<file path="src/rtl/stage_pkg.sv">
// Shared pipeline-stage types: the bundle handed from fetch to read, and fetch FSM states.
package stage;

  localparam int INSN_SIZE   = 4;
  localparam int WORD_ADDR_W = 30;

  typedef struct packed {
    logic [WORD_ADDR_W-1:0] addr;
    logic [31:0]            insn;
  } InsnBundle;

  typedef enum logic [1:0] {BOOT, REQ, WAIT, HOLD} fetch_state_e;

endpackage

</file>
<file path="src/rtl/fetch_stage_if.sv">
// Fetch stage bus: imem request/response, redirect, stall and the outgoing bundle.
interface fetch_stage_if #(parameter int ADDR_WIDTH = 32);
  import stage::*;

  logic                  imem_req_valid;
  logic [ADDR_WIDTH-3:0] imem_req_addr;
  logic                  imem_req_ready;
  logic                  imem_rsp_valid;
  logic [31:0]           imem_rsp_data;
  logic                  redirect_valid;
  logic [ADDR_WIDTH-3:0] redirect_addr;
  logic                  stall;
  logic                  out_valid;
  InsnBundle             out_insn;

  modport master (
    output imem_req_valid, imem_req_addr, out_valid, out_insn,
    input  imem_req_ready, imem_rsp_valid, imem_rsp_data, redirect_valid, redirect_addr, stall
  );

  modport slave (
    input  imem_req_valid, imem_req_addr, out_valid, out_insn,
    output imem_req_ready, imem_rsp_valid, imem_rsp_data, redirect_valid, redirect_addr, stall
  );

endinterface

</file>
<file path="src/rtl/fetch_skid_buffer.sv">
// One-entry holding register for a response that arrives while the output slot is stalled.
module fetch_skid_buffer
  import stage::*;
(
  input  logic      clk,
  input  logic      rst,
  input  logic      load_i,
  input  logic      unload_i,
  input  logic      flush_i,
  input  InsnBundle data_i,
  output logic      valid_o,
  output InsnBundle data_o
);

  logic      valid_q;
  InsnBundle data_q;

  always_ff @(posedge clk) begin
    if (rst || flush_i) begin
      valid_q <= 1'b0;
      data_q  <= '0;
    end else if (load_i) begin
      valid_q <= 1'b1;
      data_q  <= data_i;
    end else if (unload_i) begin
      valid_q <= 1'b0;
    end
  end

  assign valid_o = valid_q;
  assign data_o  = data_q;

endmodule

</file>
<file path="src/rtl/fetch_stage.sv">
// Instruction fetch: PC owner, single-outstanding imem requests, skid on stall, drop-on-flight redirect.
// Optional FETCH_TRACE_EN prints every bundle written to the output register.
`ifdef FETCH_TRACE_EN
`ifndef MSG
`define MSG(LVL, ARGS) $display ARGS
`endif
`endif

module fetch_stage
  import stage::*;
#(
  parameter int          ADDR_WIDTH = 32,
  parameter int unsigned BOOT_ADDR  = 0
) (
  input logic           clk,
  input logic           rst,
  fetch_stage_if.master bus
);

  localparam int WA = ADDR_WIDTH - 2;

  fetch_state_e  state_q, state_d;
  logic [WA-1:0] pc_q, pc_d, req_addr_q, req_addr_d;
  logic          drop_q, drop_d, out_valid_q, out_valid_d;
  InsnBundle     out_insn_q, out_insn_d, rsp_bundle, skid_data;
  logic          skid_valid, skid_load, skid_unload, skid_flush;
  logic          out_load, out_sel_skid, accept;

  assign rsp_bundle = '{addr: WORD_ADDR_W'(req_addr_q), insn: bus.imem_rsp_data};
  assign accept     = (state_q == REQ) && bus.imem_req_ready;

  fetch_skid_buffer u_skid (
    .clk      (clk),
    .rst      (rst),
    .load_i   (skid_load),
    .unload_i (skid_unload),
    .flush_i  (skid_flush),
    .data_i   (rsp_bundle),
    .valid_o  (skid_valid),
    .data_o   (skid_data)
  );

  always_comb begin
    state_d      = state_q;
    pc_d         = pc_q;
    req_addr_d   = req_addr_q;
    drop_d       = drop_q;
    out_valid_d  = out_valid_q & bus.stall;
    out_load     = 1'b0;
    out_sel_skid = 1'b0;
    skid_load    = 1'b0;
    skid_unload  = 1'b0;
    skid_flush   = 1'b0;
    if (bus.redirect_valid) begin
      pc_d        = bus.redirect_addr;
      out_valid_d = 1'b0;
      skid_flush  = 1'b0 | 1'b1;
      // A response landing this very cycle is the outstanding one: nothing left to drop.
      if (accept || (state_q == WAIT && !bus.imem_rsp_valid)) begin
        drop_d  = 1'b1;
        state_d = WAIT;
      end else begin
        drop_d  = 1'b0;
        state_d = REQ;
      end
    end else begin
      unique case (state_q)
        BOOT: state_d = REQ;
        REQ: if (bus.imem_req_ready) begin
          pc_d       = pc_q + WA'(1);
          req_addr_d = pc_q;
          state_d    = WAIT;
        end
        WAIT: if (bus.imem_rsp_valid) begin
          state_d = REQ;
          if (drop_q) begin
            drop_d = 1'b0;
          end else if (!out_valid_q || !bus.stall) begin
            out_load    = 1'b1;
            out_valid_d = 1'b1;
          end else begin
            skid_load = 1'b1;
            state_d   = HOLD;
          end
        end
        HOLD: if (!bus.stall && skid_valid) begin
          out_load     = 1'b1;
          out_sel_skid = 1'b1;
          out_valid_d  = 1'b1;
          skid_unload  = 1'b1;
          state_d      = REQ;
        end
        default: state_d = BOOT;
      endcase
    end
  end

  assign out_insn_d = !out_load ? out_insn_q : (out_sel_skid ? skid_data : rsp_bundle);

  always_ff @(posedge clk) begin
    if (rst) begin
      state_q     <= BOOT;
      pc_q        <= WA'(BOOT_ADDR);
      req_addr_q  <= WA'(BOOT_ADDR);
      drop_q      <= 1'b0;
      out_valid_q <= 1'b0;
      out_insn_q  <= '0;
    end else begin
      state_q     <= state_d;
      pc_q        <= pc_d;
      req_addr_q  <= req_addr_d;
      drop_q      <= drop_d;
      out_valid_q <= out_valid_d;
      out_insn_q  <= out_insn_d;
    end
  end

`ifdef FETCH_TRACE_EN
  always_ff @(posedge clk) begin
    if (!rst && out_load)
      `MSG(5, ("FETCH: addr=%h op=%h", {out_insn_d.addr, 2'b00}, out_insn_d.insn));
  end
`endif

  assign bus.imem_req_valid = (state_q == REQ);
  assign bus.imem_req_addr  = pc_q;
  assign bus.out_valid      = out_valid_q;
  assign bus.out_insn       = out_insn_q;

endmodule

</file>
<file path="src/flat_wrapper.sv">
// flat-port wrapper written by rule: the top's interface ports become plain ports
module fetch_stage_flat import stage::*;
#(
  parameter int          ADDR_WIDTH = 32,
  parameter int unsigned BOOT_ADDR  = 0
)
  (clk, rst, bus_imem_req_valid, bus_imem_req_addr, bus_out_valid, bus_out_insn, bus_imem_req_ready, bus_imem_rsp_valid, bus_imem_rsp_data, bus_redirect_valid, bus_redirect_addr, bus_stall);
  fetch_stage_if #(.ADDR_WIDTH(ADDR_WIDTH)) bus_i ();
  input logic clk;
  input logic rst;
  output wire logic [$bits(bus_i.imem_req_valid)-1:0] bus_imem_req_valid;
  output wire logic [$bits(bus_i.imem_req_addr)-1:0] bus_imem_req_addr;
  output wire logic [$bits(bus_i.out_valid)-1:0] bus_out_valid;
  output wire logic [$bits(bus_i.out_insn)-1:0] bus_out_insn;
  input wire logic [$bits(bus_i.imem_req_ready)-1:0] bus_imem_req_ready;
  input wire logic [$bits(bus_i.imem_rsp_valid)-1:0] bus_imem_rsp_valid;
  input wire logic [$bits(bus_i.imem_rsp_data)-1:0] bus_imem_rsp_data;
  input wire logic [$bits(bus_i.redirect_valid)-1:0] bus_redirect_valid;
  input wire logic [$bits(bus_i.redirect_addr)-1:0] bus_redirect_addr;
  input wire logic [$bits(bus_i.stall)-1:0] bus_stall;
  assign bus_imem_req_valid = bus_i.imem_req_valid;
  assign bus_imem_req_addr = bus_i.imem_req_addr;
  assign bus_out_valid = bus_i.out_valid;
  assign bus_out_insn = bus_i.out_insn;
  assign bus_i.imem_req_ready = bus_imem_req_ready;
  assign bus_i.imem_rsp_valid = bus_imem_rsp_valid;
  assign bus_i.imem_rsp_data = bus_imem_rsp_data;
  assign bus_i.redirect_valid = bus_redirect_valid;
  assign bus_i.redirect_addr = bus_redirect_addr;
  assign bus_i.stall = bus_stall;
  fetch_stage #(.ADDR_WIDTH(ADDR_WIDTH), .BOOT_ADDR(BOOT_ADDR)) u_core (.clk(clk), .rst(rst), .bus(bus_i));
endmodule
</file>
<file path="config.mk">
export PLATFORM = sky130hd
export DESIGN_NAME = fetch_stage_flat
export DESIGN_NICKNAME = d
export VERILOG_FILES = /design/src/rtl/stage_pkg.sv /design/src/rtl/fetch_stage_if.sv /design/src/rtl/fetch_skid_buffer.sv /design/src/rtl/fetch_stage.sv /design/src/flat_wrapper.sv
export SDC_FILE = /design/constraint.sdc
export NUM_CORES = 1
export LEC_CHECK = 0
export CAP_MARGIN = 20
export CORE_AREA = 8 8 151 153
export CTS_CLUSTER_SIZE = 28
export DETAILED_ROUTE_END_ITERATION = 8
export DIE_AREA = 0 0 159 161
export HOLD_SLACK_MARGIN = 0.15
export MAX_ROUTING_LAYER = met4
export PLACE_DENSITY = 0.67
export SLEW_MARGIN = 25
export SYNTH_ARGS = -nofsm -noshare
export SYNTH_HDL_FRONTEND = slang
export SYNTH_SLANG_ARGS = --single-unit
</file>
<file path="constraint.sdc">
create_clock -name clk -period 4.05 [get_ports clk]
set_input_delay 0.6075 -clock clk [delete_from_list [all_inputs] [get_ports clk]]
set_output_delay 0.6075 -clock clk [all_outputs]
set_load 0.02 [all_outputs]
</file>
==> results.md <==
- Util after Layout: 0.504
- # hold bufs at CTS: 0
- Cell taking the most area after synthesis: dfxtp_1
- Hold_sp: u_core.u_skid.data_o[1]
- Unique masters post-synth: slightly above 50
- Critical path capture point type: output port
- Reg-to-reg setup timing slack: about 1800 ps
- Maxcap violations: 0
- Critical Path RT: approximately 3400 ps
- Clk pwr share: 0.426
- Sw Share: 0.243
- Leading post-synthesis cells by cell area: dfxtp_1, nand2_1, mux2i_1
- Setup Buffers After CTS: 0
- Reg2reg start: u_core.state_q[0]
- Clock sink count: roughly 190
- Kind of critical path: reg2out
- Hold Violations, Final: 0
- Resize count post-CTS: 0
- Clock slew at reported path FFs: approximately 70 ps
- Most frequent cells in the layout: nand2_1, dfxtp_1, clkdlybuf4s50_1, a21oi_1, nor2_1
- Row count: 53
- Buffers on Ports: roughly 160
- Most common cell after layout, fill and taps aside: nand2_1
- Initial antenna violation count: 0
- PD cells: 381 nW/um^2
- Overflow after GRT: 0
- Synth Net Count: ~1000
- Total design power: 0.00395 W
- Outcome: finished, final reports clean
- Largest delay share family, worst path: buffers and inverters
- Minimum clock period after layout: roughly 2500 ps
- Dominant synthesized flop cell: dfxtp_1
- Vias in the first global route: 7124
- Wire per inst: roughly 17 um
- Largest net degree at the start of global routing: 95
- Ports: between 150 and 200
- Max-slew headroom: 0.486
- Pleak: between 3 and 4 nW
- CTS Buffer Depth: 2
- R2R depth: 5
- Crit start category: flop
- Final Cycle Share: 0.611
- Layout area overhead: 28.5%
- Initial core utilization: 0.392
- Post-synth EDFFs: 0
- GRT Total Usage: 0.180
- Worst flop-to-flop path endpoint: u_core.bus.imem_req_addr[17]
- DR vias: 7206
- Number of endpoints failing setup at the final stage: 0
- Int Power: between 0.002 and 0.003 W
- Share of layout cells above drive strength 1: 0.0529
- Core ar.: slightly above 20000 um^2
- VDD IR max: 0.263 mV
- Hold depth: 2
- Post-DP HPWL: 15.2 mm
- Via density: approximately 5.3
- Hold crit path type: reg2reg
- Crit-path max cell delay: 680 ps
- Synthesized flop and latch total: between 150 and 200
- Mapped Area: 8070 um^2
- Yosys top cell area share: 0.469
- Async set or reset register ratio after synthesis: 0
- Ys Warns: 0
- Critical-path top delay cell: clkdlybuf4s50_1
- Worst Path Max Fanout: 7
- Reg power frac: 0.493
- Die area: between 20000 and 30000 um^2
- Max Clock Freq: just over 400 MHz
- Die extent in y: 161 um
- Final #Nets: between 1000 and 1500
- Max-slew violations: 0
- Psw: just under 0.001 W
- TritonCTS clock tree: yes
- Syn Inst Count: between 900 and 1000
- Crit path DAT: 1870 ps
- First-pass GRT wire length: roughly 37 mm
- Worst skew pair latency: about 420 ps
- H-tree depth: 4
- Comb pwr share: 0.081
- CTS Buf Count: 17
- Iter 0 DRT Violations: between 500 and 600
- Ant diodes: 0
- RSZ-0062 raised after global routing: false
- Mean area per synthesized cell: 8.49 um^2
- WHS Endpoint: u_core.u_skid.data_o[1]
- CTS root buf: clkbuf_16
- Fin Setup TNS: 0 ps
- CP Cell Sequence: ha_1, clkdlybuf4s50_1
- Sequential share of the synthesized area: 0.469
- Residual DRC: 0
- Routability cong.: around 0.79
- Actual slew at the worst max-slew pin: 771 ps
- Chip Width: ~160 um
- Remaining antenna violation count: 0
- Worst path bufs/invs: 1
- Pre-Repair DR Iteration Count: 4
- Final WL: approximately 23 mm
- Max Clock Skew: 10.5 ps
## flip-flops by register name (all words and copies together) (netlist names)
name,flops
u_core.state_q,2
u_core.drop_q,1
u_core.bus.out_valid,1
u_core.bus.out_insn,62
u_core.req_addr_q,30
u_core.u_skid.data_o,62
u_core.u_skid.valid_o,1
u_core.bus.imem_req_addr,30
## power by group through the flow
stage,clock [W],sequential [W],combinational (W)
final,0.00169,0.00195,0.000319
after global routing,0.00181,0.00195,0.000344
after CTS,0.00172,0.00195,0.000321
after detailed placement,0,0.00199,0.000320
after global placement,0,0.00199,0.000317
after floorplan,0,0.00200,0.000138
## cells in the mapped netlist (9+ instances only)
| cell | number |
|---|---|
| nand2_1 | 201 |
| dfxtp_1 | 189 |
| a21oi_1 | 102 |
| nor2_1 | 83 |
| a211oi_1 | 78 |
| mux2i_1 | 64 |
| clkbuf_1 | 55 |
| inv_1 | 19 |
| nand4_1 | 14 |
| a2111oi_0 | 13 |
| nand3_1 | 11 |
| buf_2 | 9 |
## worst register-to-register path, cell delays in order (launching register included)
cell	delay, ps
dfxtp_1	400
ha_1	370
nand4_1	350
or4_4	570
nor4b_1	400
a2111oi_2	60
## area by class of cell
class	count	area (um^2)
Inverter	19	71.3
Fill cell	1972	10200
Multi-Input combinational cell	666	3860
Clock inverter	12	138
Timing Repair Buffer	172	1710
Sequential cell	189	3780
Clock buffer	20	457
Tap cell	275	344
## cell families after synthesis
kind of cell	after synthesis	share of synthesized area
compound gates	212	0.169
xor+xnor	10	0.0109
buf+inv	95	0.0545
simple gates	375	0.209
mux	64	0.0794
flops	189	0.469
fa+ha+maj	5	0.00776
## stage by stage
step                hold slack (ps)  cell area, um^2  setup WS (ps)  std cells
global placement                442             9770           1390       1321
floorplan                       437             8070           2020        950
detailed placement              447             9770           1320       1321
finish                          454            10400           1580       1353
global route                    467            10400           1490       1353
CTS                             456            10400           1550       1353
## per-layer routing
layer  share of wire  vias up  track usage
met5               0        -            -
met4           0.016        0       0.0553
met3           0.035       27       0.0295
met2            0.50      152        0.302
met1            0.45     3467        0.220
li1                -     3560            -
## worst max-delay path by stage
stage / end / start / cells past startpoint
after floorplan: u_core.bus.imem_req_addr[17] / u_core.state_q[0] / 5
after global placement: u_core.u_skid.data_o[8] / bus_stall / 6
after detailed placement: u_core.req_addr_q[1] / bus_imem_req_ready / 5
after CTS: bus_imem_req_valid / u_core.state_q[0] / 2
after global routing: bus_imem_req_valid / u_core.state_q[0] / 2
final: bus_imem_req_valid / u_core.state_q[0] / 2
(Power assumes the default switching activity.)
==> RTL edit: new RTL, same settings <==
`ADDR_WIDTH` is set to 32 in 3 places; all go to 64.
--- a/src/rtl/fetch_stage_if.sv
+++ b/src/rtl/fetch_stage_if.sv
@@ -1,5 +1,5 @@
 // Fetch stage bus: imem request/response, redirect, stall and the outgoing bundle.
-interface fetch_stage_if #(parameter int ADDR_WIDTH = 32);
+interface fetch_stage_if #(parameter int ADDR_WIDTH = 64);
   import stage::*;
 
   logic                  imem_req_valid;
--- a/src/rtl/fetch_stage.sv
+++ b/src/rtl/fetch_stage.sv
@@ -9,7 +9,7 @@
 module fetch_stage
   import stage::*;
 #(
-  parameter int          ADDR_WIDTH = 32,
+  parameter int          ADDR_WIDTH = 64,
   parameter int unsigned BOOT_ADDR  = 0
 ) (
   input logic           clk,
--- a/src/flat_wrapper.sv
+++ b/src/flat_wrapper.sv
@@ -1,7 +1,7 @@
 // flat-port wrapper written by rule: the top's interface ports become plain ports
 module fetch_stage_flat import stage::*;
 #(
-  parameter int          ADDR_WIDTH = 32,
+  parameter int          ADDR_WIDTH = 64,
   parameter int unsigned BOOT_ADDR  = 0
 )
   (clk, rst, bus_imem_req_valid, bus_imem_req_addr, bus_out_valid, bus_out_insn, bus_imem_req_ready, bus_imem_rsp_valid, bus_imem_rsp_data, bus_redirect_valid, bus_redirect_addr, bus_stall);
Interface: changed (resized bus_imem_req_addr and bus_redirect_addr); port bits go from 162 to 226. No check against the original RTL was run, so the function may have changed too.
==> RTL edit against the unedited design <==
Final area rose by 26%; sequential cell count rose by 32; power rose by 26%; via count rose by 35%; setup slack got worse by 590 ps; die area did not move; count of clock-buffer cells in the layout rose by 17; wire length rose by 37%; clock skew rose by 1.8 ps; synthesized area rose by 22%; highest routed layer unchanged; sequential share of layout area fell by 2.6 points; hold slack got worse by 1.6 ps; combinational power rose by 50%.
==> RTL edit: results (changes against the unedited design) <==
{
  "routedLengthMet1": {"value": 14.2, "unit": "mm", "change": "+37%"},
  "met3_length": {"value": 2.39, "unit": "mm", "change": "+200%"},
  "vias_per_inst": {"value": 5.64, "change": "+5.9%"},
  "sequential_cell_area": {"value": 4420, "unit": "µm²", "change": "+17%"},
  "gr-usage-all-layers": {"value": 24.2, "unit": "%", "change": "+6.2 points"},
  "cts_max_level": {"value": 1, "change": "-3"},
  "layout.clock_buffers": {"value": 37, "change": "+85%"},
  "timing.fmax": {"value": 326, "unit": "MHz", "change": "-19%"},
  "non_clock_buffer_area_share": {"value": 18.5, "unit": "%", "change": "+2.0 points"},
  "portBuffers": {"value": 225, "change": "+40%"},
  "drt_first_pass_iters": {"value": 5, "change": "+1"},
  "numPlacedInstances": {"value": 1678, "change": "+27%"},
  "multi_input_area": {"value": 4980, "unit": "µm²", "change": "+29%"},
  "synthTopCellsByCount": {"value": "sky130_fd_sc_hd__nand2_1 (296), sky130_fd_sc_hd__dfxtp_1 (221), sky130_fd_sc_hd__nor2_1 (123)"},
  "synth.yosys.seq_area_share": {"value": 44.9, "unit": "%", "change": "-2.0 points"},
  "synth_fa_ha_area_share": {"value": 0.635, "unit": "%", "change": "-0.14 points"},
  "share_of_cells_above_drive_strength_1": {"value": 5.19, "unit": "%", "change": "-0.10 points"},
  "post_drt_wl_per_cell": {"value": 18.1, "unit": "µm", "change": "+7.5%"},
  "critical_path.max_fanout": {"value": 10, "change": "+3"},
  "dpl.hpwl": {"value": 20.6, "unit": "mm", "change": "+36%"},
  "detailedRoute.firstIterationViolations": {"value": 725, "change": "+33%"},
  "antennaDiodeCount": {"value": 1, "change": "+1"},
  "ys_top_cells_by_area": {"value": "sky130_fd_sc_hd__dfxtp_1 (45%), sky130_fd_sc_hd__nand2_1 (11%), sky130_fd_sc_hd__a311oi_1 (6.2%)"},
  "status": {"value": "finished, final reports clean"},
  "place_congestion": {"value": 0.847, "change": "+7.7%"},
  "crit_slowest_cell": {"value": "sky130_fd_sc_hd__or4_4"},
  "postSynthCellCount": {"value": 1266, "change": "+33%"},
  "number_of_filler_cells_placed_in_the_layout": {"value": 1850, "change": "-6.2%"}
}
## RTL edit: cell types whose count changed in the layout (fill, tap and decap cells not counted), sizes merged, moves of 9 or more
cell and change:
a211oi -43, a311oi +64, and3 +13, clkbuf +17
clkdlybuf4s50 +64, dfxtp +32, mux2i -62, nand2 +95
nand3 +77, nor2 +40, nor3 +9, xnor2 +17
## RTL edit: kinds of logic after synthesis
logic type,count (synthesis)
adder cells (fa/ha/maj),5
buffers and inverters,129
multiplexers,2
AND/OR/NAND/NOR,624
XOR/XNOR,32
flip-flops,221
AO/OA/AOI/OAI,253
## RTL edit: critical path, delay by kind of cell (launching register included)
family	cells	cell delay, ps
compound gates	1	340
simple gates	4	1850
fa+ha+maj	1	340
flops	1	400
## RTL edit: where the power goes
group          leakage [µW]  internal [µW]  switching [µW]  total [µW]
logic               0.00213            232             246         478
clock network      0.000398           1320             882        2200
registers           0.00180           2230            82.4        2310
